$ cat src/rtl/munoc_axi_slave_rw_scheduler.sv
// Serialises NI write/read traffic onto a slave that holds one outstanding transaction at a time.
// Define MUNOC_RW_SCHED_TIMEOUT_EN to add the watchdog that aborts a stuck transaction with SLVERR.
`ifndef DEFAULT_BW_AXI_TID
`define DEFAULT_BW_AXI_TID 4
`endif

module munoc_axi_slave_rw_scheduler #(
  parameter int BW_PLATFORM_ADDR = 32,
  parameter int BW_NODE_DATA     = 32,
  parameter int BW_AXI_SLAVE_TID = `DEFAULT_BW_AXI_TID,
  parameter int TIMEOUT_CYCLES   = 1024
) (
  input  logic                          clk_slave,
  input  logic                          rst_slave,
  input  logic                          comm_disable,
  input  logic [BW_AXI_SLAVE_TID-1:0]   up_awid,
  input  logic [BW_PLATFORM_ADDR-1:0]   up_awaddr,
  input  logic [7:0]                    up_awlen,
  input  logic [2:0]                    up_awsize,
  input  logic [1:0]                    up_awburst,
  input  logic                          up_awvalid,
  output logic                          up_awready,
  input  logic [BW_AXI_SLAVE_TID-1:0]   up_wid,
  input  logic [BW_NODE_DATA-1:0]       up_wdata,
  input  logic [BW_NODE_DATA/8-1:0]     up_wstrb,
  input  logic                          up_wlast,
  input  logic                          up_wvalid,
  output logic                          up_wready,
  output logic [BW_AXI_SLAVE_TID-1:0]   up_bid,
  output logic [1:0]                    up_bresp,
  output logic                          up_bvalid,
  input  logic                          up_bready,
  input  logic [BW_AXI_SLAVE_TID-1:0]   up_arid,
  input  logic [BW_PLATFORM_ADDR-1:0]   up_araddr,
  input  logic [7:0]                    up_arlen,
  input  logic [2:0]                    up_arsize,
  input  logic [1:0]                    up_arburst,
  input  logic                          up_arvalid,
  output logic                          up_arready,
  output logic [BW_AXI_SLAVE_TID-1:0]   up_rid,
  output logic [BW_NODE_DATA-1:0]       up_rdata,
  output logic [1:0]                    up_rresp,
  output logic                          up_rlast,
  output logic                          up_rvalid,
  input  logic                          up_rready,
  output logic [BW_AXI_SLAVE_TID-1:0]   dn_awid,
  output logic [BW_PLATFORM_ADDR-1:0]   dn_awaddr,
  output logic [7:0]                    dn_awlen,
  output logic [2:0]                    dn_awsize,
  output logic [1:0]                    dn_awburst,
  output logic                          dn_awvalid,
  input  logic                          dn_awready,
  output logic [BW_AXI_SLAVE_TID-1:0]   dn_wid,
  output logic [BW_NODE_DATA-1:0]       dn_wdata,
  output logic [BW_NODE_DATA/8-1:0]     dn_wstrb,
  output logic                          dn_wlast,
  output logic                          dn_wvalid,
  input  logic                          dn_wready,
  input  logic [BW_AXI_SLAVE_TID-1:0]   dn_bid,
  input  logic [1:0]                    dn_bresp,
  input  logic                          dn_bvalid,
  output logic                          dn_bready,
  output logic [BW_AXI_SLAVE_TID-1:0]   dn_arid,
  output logic [BW_PLATFORM_ADDR-1:0]   dn_araddr,
  output logic [7:0]                    dn_arlen,
  output logic [2:0]                    dn_arsize,
  output logic [1:0]                    dn_arburst,
  output logic                          dn_arvalid,
  input  logic                          dn_arready,
  input  logic [BW_AXI_SLAVE_TID-1:0]   dn_rid,
  input  logic [BW_NODE_DATA-1:0]       dn_rdata,
  input  logic [1:0]                    dn_rresp,
  input  logic                          dn_rlast,
  input  logic                          dn_rvalid,
  output logic                          dn_rready,
  output logic                          busy,
  output logic                          timeout
);

  typedef enum logic [2:0] {
    IDLE, WR_ADDR, WR_DATA, WR_RESP, RD_ADDR, RD_DATA, ERR_B, ERR_R
  } state_t;

  state_t state_q, state_d;
  logic   last_wr_q;
  logic   in_wr_addr, in_wr_data, in_wr_resp, in_rd_addr, in_rd_data;
  logic   aw_hs, w_last_hs, b_hs, ar_hs, r_last_hs;
  logic   wd_expire;

  assign in_wr_addr = (state_q == WR_ADDR);
  assign in_wr_data = (state_q == WR_DATA);
  assign in_wr_resp = (state_q == WR_RESP);
  assign in_rd_addr = (state_q == RD_ADDR);
  assign in_rd_data = (state_q == RD_DATA);
  assign busy       = (state_q != IDLE);

  assign dn_awid    = up_awid;
  assign dn_awaddr  = up_awaddr;
  assign dn_awlen   = up_awlen;
  assign dn_awsize  = up_awsize;
  assign dn_awburst = up_awburst;
  assign dn_awvalid = up_awvalid & in_wr_addr;
  assign up_awready = dn_awready & in_wr_addr;

  assign dn_wid     = up_wid;
  assign dn_wdata   = up_wdata;
  assign dn_wstrb   = up_wstrb;
  assign dn_wlast   = up_wlast;
  assign dn_wvalid  = up_wvalid & in_wr_data;
  assign up_wready  = dn_wready & in_wr_data;
  assign dn_bready  = up_bready & in_wr_resp;

  assign dn_arid    = up_arid;
  assign dn_araddr  = up_araddr;
  assign dn_arlen   = up_arlen;
  assign dn_arsize  = up_arsize;
  assign dn_arburst = up_arburst;
  assign dn_arvalid = up_arvalid & in_rd_addr;
  assign up_arready = dn_arready & in_rd_addr;
  assign up_rdata   = dn_rdata;
  assign dn_rready  = up_rready & in_rd_data;

  assign aw_hs     = dn_awvalid & dn_awready;
  assign w_last_hs = dn_wvalid & dn_wready & up_wlast;
  assign b_hs      = dn_bvalid & dn_bready;
  assign ar_hs     = dn_arvalid & dn_arready;
  assign r_last_hs = dn_rvalid & dn_rready & dn_rlast;

  // On a tie the direction that was not granted last time wins.
  always_comb begin
    state_d = state_q;
    case (state_q)
      IDLE: begin
        if (!comm_disable) begin
          if (up_awvalid && (!up_arvalid || !last_wr_q)) state_d = WR_ADDR;
          else if (up_arvalid)                           state_d = RD_ADDR;
        end
      end
      WR_ADDR: if (aw_hs)     state_d = WR_DATA;
      WR_DATA: if (w_last_hs) state_d = WR_RESP;
      WR_RESP: if (b_hs)      state_d = IDLE;
      RD_ADDR: if (ar_hs)     state_d = RD_DATA;
      RD_DATA: if (r_last_hs) state_d = IDLE;
      ERR_B:   if (up_bready) state_d = IDLE;
      ERR_R:   if (up_rready) state_d = IDLE;
      default:                state_d = IDLE;
    endcase
    if (wd_expire) begin
      if (in_wr_resp)      state_d = ERR_B;
      else if (in_rd_data) state_d = ERR_R;
      else                 state_d = IDLE;
    end
  end

  always_ff @(posedge clk_slave) begin
    if (rst_slave) begin
      state_q   <= IDLE;
      last_wr_q <= 1'b0;
    end else begin
      state_q <= state_d;
      if (state_q == IDLE && state_d == WR_ADDR)      last_wr_q <= 1'b1;
      else if (state_q == IDLE && state_d == RD_ADDR) last_wr_q <= 1'b0;
    end
  end

`ifdef MUNOC_RW_SCHED_TIMEOUT_EN
  logic [15:0]                 wd_cnt_q;
  logic                        timeout_q, wd_active, phase_hs;
  logic [BW_AXI_SLAVE_TID-1:0] wr_id_q, rd_id_q;

  assign wd_active = in_wr_addr | in_wr_data | in_wr_resp | in_rd_addr | in_rd_data;
  assign phase_hs  = aw_hs | (dn_wvalid & dn_wready) | b_hs | ar_hs | (dn_rvalid & dn_rready);
  assign wd_expire = wd_active && (wd_cnt_q == 16'(TIMEOUT_CYCLES));
  assign timeout   = timeout_q;

  // Any progress in the current phase restarts the watchdog; the flag stays set until reset.
  always_ff @(posedge clk_slave) begin
    if (rst_slave) begin
      wd_cnt_q  <= '0;
      timeout_q <= 1'b0;
    end else begin
      if (!wd_active || phase_hs || wd_expire) wd_cnt_q <= '0;
      else                                     wd_cnt_q <= wd_cnt_q + 16'd1;
      if (wd_expire) timeout_q <= 1'b1;
    end
    if (aw_hs) wr_id_q <= up_awid;
    if (ar_hs) rd_id_q <= up_arid;
  end

  assign up_bvalid = (state_q == ERR_B) | (dn_bvalid & in_wr_resp);
  assign up_bid    = (state_q == ERR_B) ? wr_id_q : dn_bid;
  assign up_bresp  = (state_q == ERR_B) ? 2'b10 : dn_bresp;
  assign up_rvalid = (state_q == ERR_R) | (dn_rvalid & in_rd_data);
  assign up_rid    = (state_q == ERR_R) ? rd_id_q : dn_rid;
  assign up_rresp  = (state_q == ERR_R) ? 2'b10 : dn_rresp;
  assign up_rlast  = (state_q == ERR_R) | dn_rlast;
`else
  logic unused_cfg;

  assign unused_cfg = |TIMEOUT_CYCLES;
  assign wd_expire  = 1'b0;
  assign timeout    = 1'b0;
  assign up_bvalid  = dn_bvalid & in_wr_resp;
  assign up_bid     = dn_bid;
  assign up_bresp   = dn_bresp;
  assign up_rvalid  = dn_rvalid & in_rd_data;
  assign up_rid     = dn_rid;
  assign up_rresp   = dn_rresp;
  assign up_rlast   = dn_rlast;
`endif

endmodule

$ cat config.mk
export PLATFORM = sky130hd
export DESIGN_NAME = munoc_axi_slave_rw_scheduler
export DESIGN_NICKNAME = d
export VERILOG_FILES = /design/src/rtl/munoc_axi_slave_rw_scheduler.sv
export SDC_FILE = /design/constraint.sdc
export NUM_CORES = 1
export LEC_CHECK = 0
export BUFFER_PORTS_ARGS = -buffer_cell sky130_fd_sc_hd__buf_2
export CAP_MARGIN = 25
export CORE_AREA = 3 3 151 153
export DETAILED_ROUTE_END_ITERATION = 6
export DIE_AREA = 0 0 154 156
export SLEW_MARGIN = 20
export SYNTH_ARGS = -nofsm -noshare
export SYNTH_HDL_FRONTEND = slang
export SYNTH_SLANG_ARGS = --single-unit
$ cat constraint.sdc
create_clock -name clk_slave -period 1.5 [get_ports clk_slave]
set_input_delay 0.075 -clock clk_slave [delete_from_list [all_inputs] [get_ports clk_slave]]
set_output_delay 0.075 -clock clk_slave [all_outputs]
set_load 0.02 [all_outputs]
==> impl_metrics.csv <==
group,metric,value,unit
power,power_frac_comb,52.7,%
grt,grt_remaining_overflow,0,
timing,fin_setup_tns,0,ns
route,route.final.wire_length,6.53,mm
clocking,cts_tree,"built",
outcome,run_status,"finished clean",
synth,synth.yosys.warnings,0,
critical_path,critPathRequiredTime,1.42,ns
floorplan,floorplan.io_pins,393,
critical_path,timing.critical_path.slowest_cell_delay,0.37,ns
clocking,cts_sinks,4,
synth,synth.top_cells.by_area,"sky130_fd_sc_hd__buf_4 79%, sky130_fd_sc_hd__dfxtp_1 4.5%, sky130_fd_sc_hd__nand2_1 1.9%, sky130_fd_sc_hd__and3_1 1.8%, sky130_fd_sc_hd__and4bb_1 1.4%",
final_layout,layout.nets,283,
route,via_count,817,
power,cellPowerDensity,1340,nW/um2
synth,post_synth_num_cell_types,28,
floorplan,std_cell_core_area,21700,um2
grt,grt_start_max_net_pins,11,
power,power.clock.fraction,32.0,%
timing,finalWorstPathRequiredPeriod,1.38,ns
final_layout,drive_gt1_share,45.2,%
grt,antenna_found_initial,4,
timing,hold_viol,0,
clocking,worst_setup_hold_path_clk_slew,0.03,ns
critical_path,crit_slowest_cell,"sky130_fd_sc_hd__dfxtp_1",
final_layout,finish.cell_count_without_fillers,364,
critical_path,crit_type,"register to output port",
synth,synth_cells,239,
synth,synth.cell_area,1790,um2
final_layout,layout.filler_cells,2558,
clocking,clk_root_buffer_cell,"sky130_fd_sc_hd__clkbuf_16",
synth,seq_area_frac_synth,4.48,%
route,drt-wirelength-per-cell,17.9,um
timing,max_freq,0.723,GHz
route,vias_per_cell,2.24,
route,final_antenna_net_count,0,
timing,worst_hold_slack,0.0673,ns
floorplan,design.die.area,24000,um2
synth,yosys.area.top_type,"sky130_fd_sc_hd__buf_4",
place,replace_congestion,0.667,
critical_path,startpoint_type_of_the_worst_setup_path,"register",
critical_path,crit_chain,"buf_4 -> inv_2 -> nor2_1 -> and3_1 -> buf_2",
synth,syn_area_per_cell,7.48,um2
route,topRoutingLayerUsed,"met5",
critical_path,worst_setup_path_end_kind,"output port",
power,p_switching,535,uW
final_layout,antenna-diode-count,0,
power,sw_frac_of_total,40.9,%
clocking,insertion_delay,0.23,ns
timing,clock-skew-final,0.00184,ns
power,total_power,1310,uW
clocking,cts_max_level,1,
synth,synth_nets,436,
floorplan,row_count,54,
floorplan,start_util,8.24,%
clocking,cts_buffers,3,
power,power.static_leakage,0.000346,uW
final_layout,layout.core_utilization,4.49,%
worst_hold_path,holdCritPathClass,"input pin to register",
flow_run,timing.max_cap.violations,0,
grt,grt_pass1_vias,865,
timing,rsz0062_at_grt,"false",
route,route.met3.wl,1.59,mm
route,met2_length,2.52,mm
grt,globalRouteTotalUtil,4.87,%
critical_path,critical_path_peak_fanout,6,
power,vdd_ir_drop_max,0.000288,V
grt,grt_pass1_wl,7.48,mm
place,placedCellCount,361,
timing,finalMaxSlewViolations,0,
route,met1_wirelength,1.26,mm
floorplan,chipWidth,154,um
clocking,cts_hold_buffers,0,
clocking,clk_path_buf_depth,2,
floorplan,die_height,156,um
power,p_int,773,uW
route,drt-pass1-iter-count,4,
timing,setup_violations,0,
critical_path,arrival,1.31,ns
timing,layout_worst_path_cycle_share,92.2,%
route,drt-initial-drc-count,25,
route,drc,0,
synth,post-synth-top-area-fraction,78.6,%
synth,synth-seq-cells,4,
place,port_buffers,27,
final_layout,syn2layout_area_growth,-45.5,%
clocking,cts_setup_buffers,0,
power,sequentialPowerShare,15.4,%
==> power by group through the flow <==
stage          clock network (uW)  registers [uW]  logic [uW]
2_1_floorplan                   0             184        1150
3_3_place_gp                    0             195         677
3_5_place_dp                    0             199         680
4_1_cts                       428             198         684
5_1_grt                       439             212         748
6_report                      418             201         689
==> per-layer routing <==
layer | up-vias | global-route usage [%]
met2 | 164 | 6.39
met5 | - | 0
met1 | 270 | 2.64
met4 | 4 | 7.70
met3 | 120 | 5.38
li1 | 259 | -
==> registers in the layout, summed over array words and instances (netlist names) <==
signal and cells:
last_wr_q 1, state_q 3
==> final timing paths <==
kind                     startpoint                      to  slack (ns)  cells after the start
max           state_q[0]$_SDFF_PP0_               up_rvalid        0.12                      5
min                       rst_slave   state_q[1]$_SDFF_PP0_        0.07                      2
max reg2reg   state_q[2]$_SDFF_PP0_   state_q[0]$_SDFF_PP0_        0.21                      4
min reg2reg  last_wr_q$_SDFFE_PP0P_  last_wr_q$_SDFFE_PP0P_        0.44                      2
==> synth_stat cells <==
library cell and n:
sky130_fd_sc_hd__conb_1 1, sky130_fd_sc_hd__nand2b_1 1, sky130_fd_sc_hd__nand3b_1 2, sky130_fd_sc_hd__nor2_1 1, sky130_fd_sc_hd__nor3b_1 1, sky130_fd_sc_hd__o221a_1 1, sky130_fd_sc_hd__a21o_1 2, sky130_fd_sc_hd__o21ai_0 3
sky130_fd_sc_hd__nor2b_1 2, sky130_fd_sc_hd__nor3_1 1, sky130_fd_sc_hd__a221oi_1 1, sky130_fd_sc_hd__o211ai_1 1, sky130_fd_sc_hd__a211oi_2 1, sky130_fd_sc_hd__a32oi_1 1, sky130_fd_sc_hd__and3_1 5, sky130_fd_sc_hd__inv_2 1
sky130_fd_sc_hd__buf_2 1, sky130_fd_sc_hd__mux2i_1 1, sky130_fd_sc_hd__inv_1 1, sky130_fd_sc_hd__dfxtp_1 4, sky130_fd_sc_hd__and2_1 2, sky130_fd_sc_hd__buf_4 187, sky130_fd_sc_hd__and4bb_1 2, sky130_fd_sc_hd__a21oi_1 3
sky130_fd_sc_hd__and2b_1 1, sky130_fd_sc_hd__nor3_2 1, sky130_fd_sc_hd__a31oi_1 2, sky130_fd_sc_hd__nand2_1 9
==> per-stage QoR <==
stage	setup slack [ns]	area (um2)
after global routing	0.00974	973
after floorplan	0.220	1790
final	0.116	973
after detailed placement	0.209	886
after global placement	0.225	886
after CTS	0.0252	961
==> critical path, delay by kind of cell, from the launching register on <==
family	cells	cell delay (ns)
simple gates	2	0.29
flops	1	0.37
buf+inv	3	0.42
==> layout make-up <==
type	count	area (um2)	area share [%]
inverter	2	7.51	0.771
timing repair buffer	30	158	16.2
tap	280	350	36.0
multi-input combinational	45	302	31.0
sequential	4	81.3	8.35
clock buffer	3	75.1	7.71
==> kinds of logic after synthesis <==
kind of cell	Yosys count	synth area share, %
buffers and inverters	190	79.3
AND/OR/NAND/NOR	28	9.52
AO/OA/AOI/OAI	15	5.95
flip-flops	4	4.48
multiplexers	1	0.560
other	1	0.210
==> repair_timing <==
action,CTS,global route
endpoints found under the hold margin,0,0
resized for setup,0,3
endpoints found under the setup margin,0,4
==> placed cells by master (no fill, tap or decap), drive strengths merged, types with 2 or more instances in the layout <==
cell type	count
inv	2
a21o	2
nor3	2
o21ai	3
nor2b	2
and4bb	2
dfxtp	4
a21oi	3
nand3b	2
a31oi	2
buf	30
and2	2
nand2	9
clkbuf	3
and3	5
(Power assumes the default switching activity.)
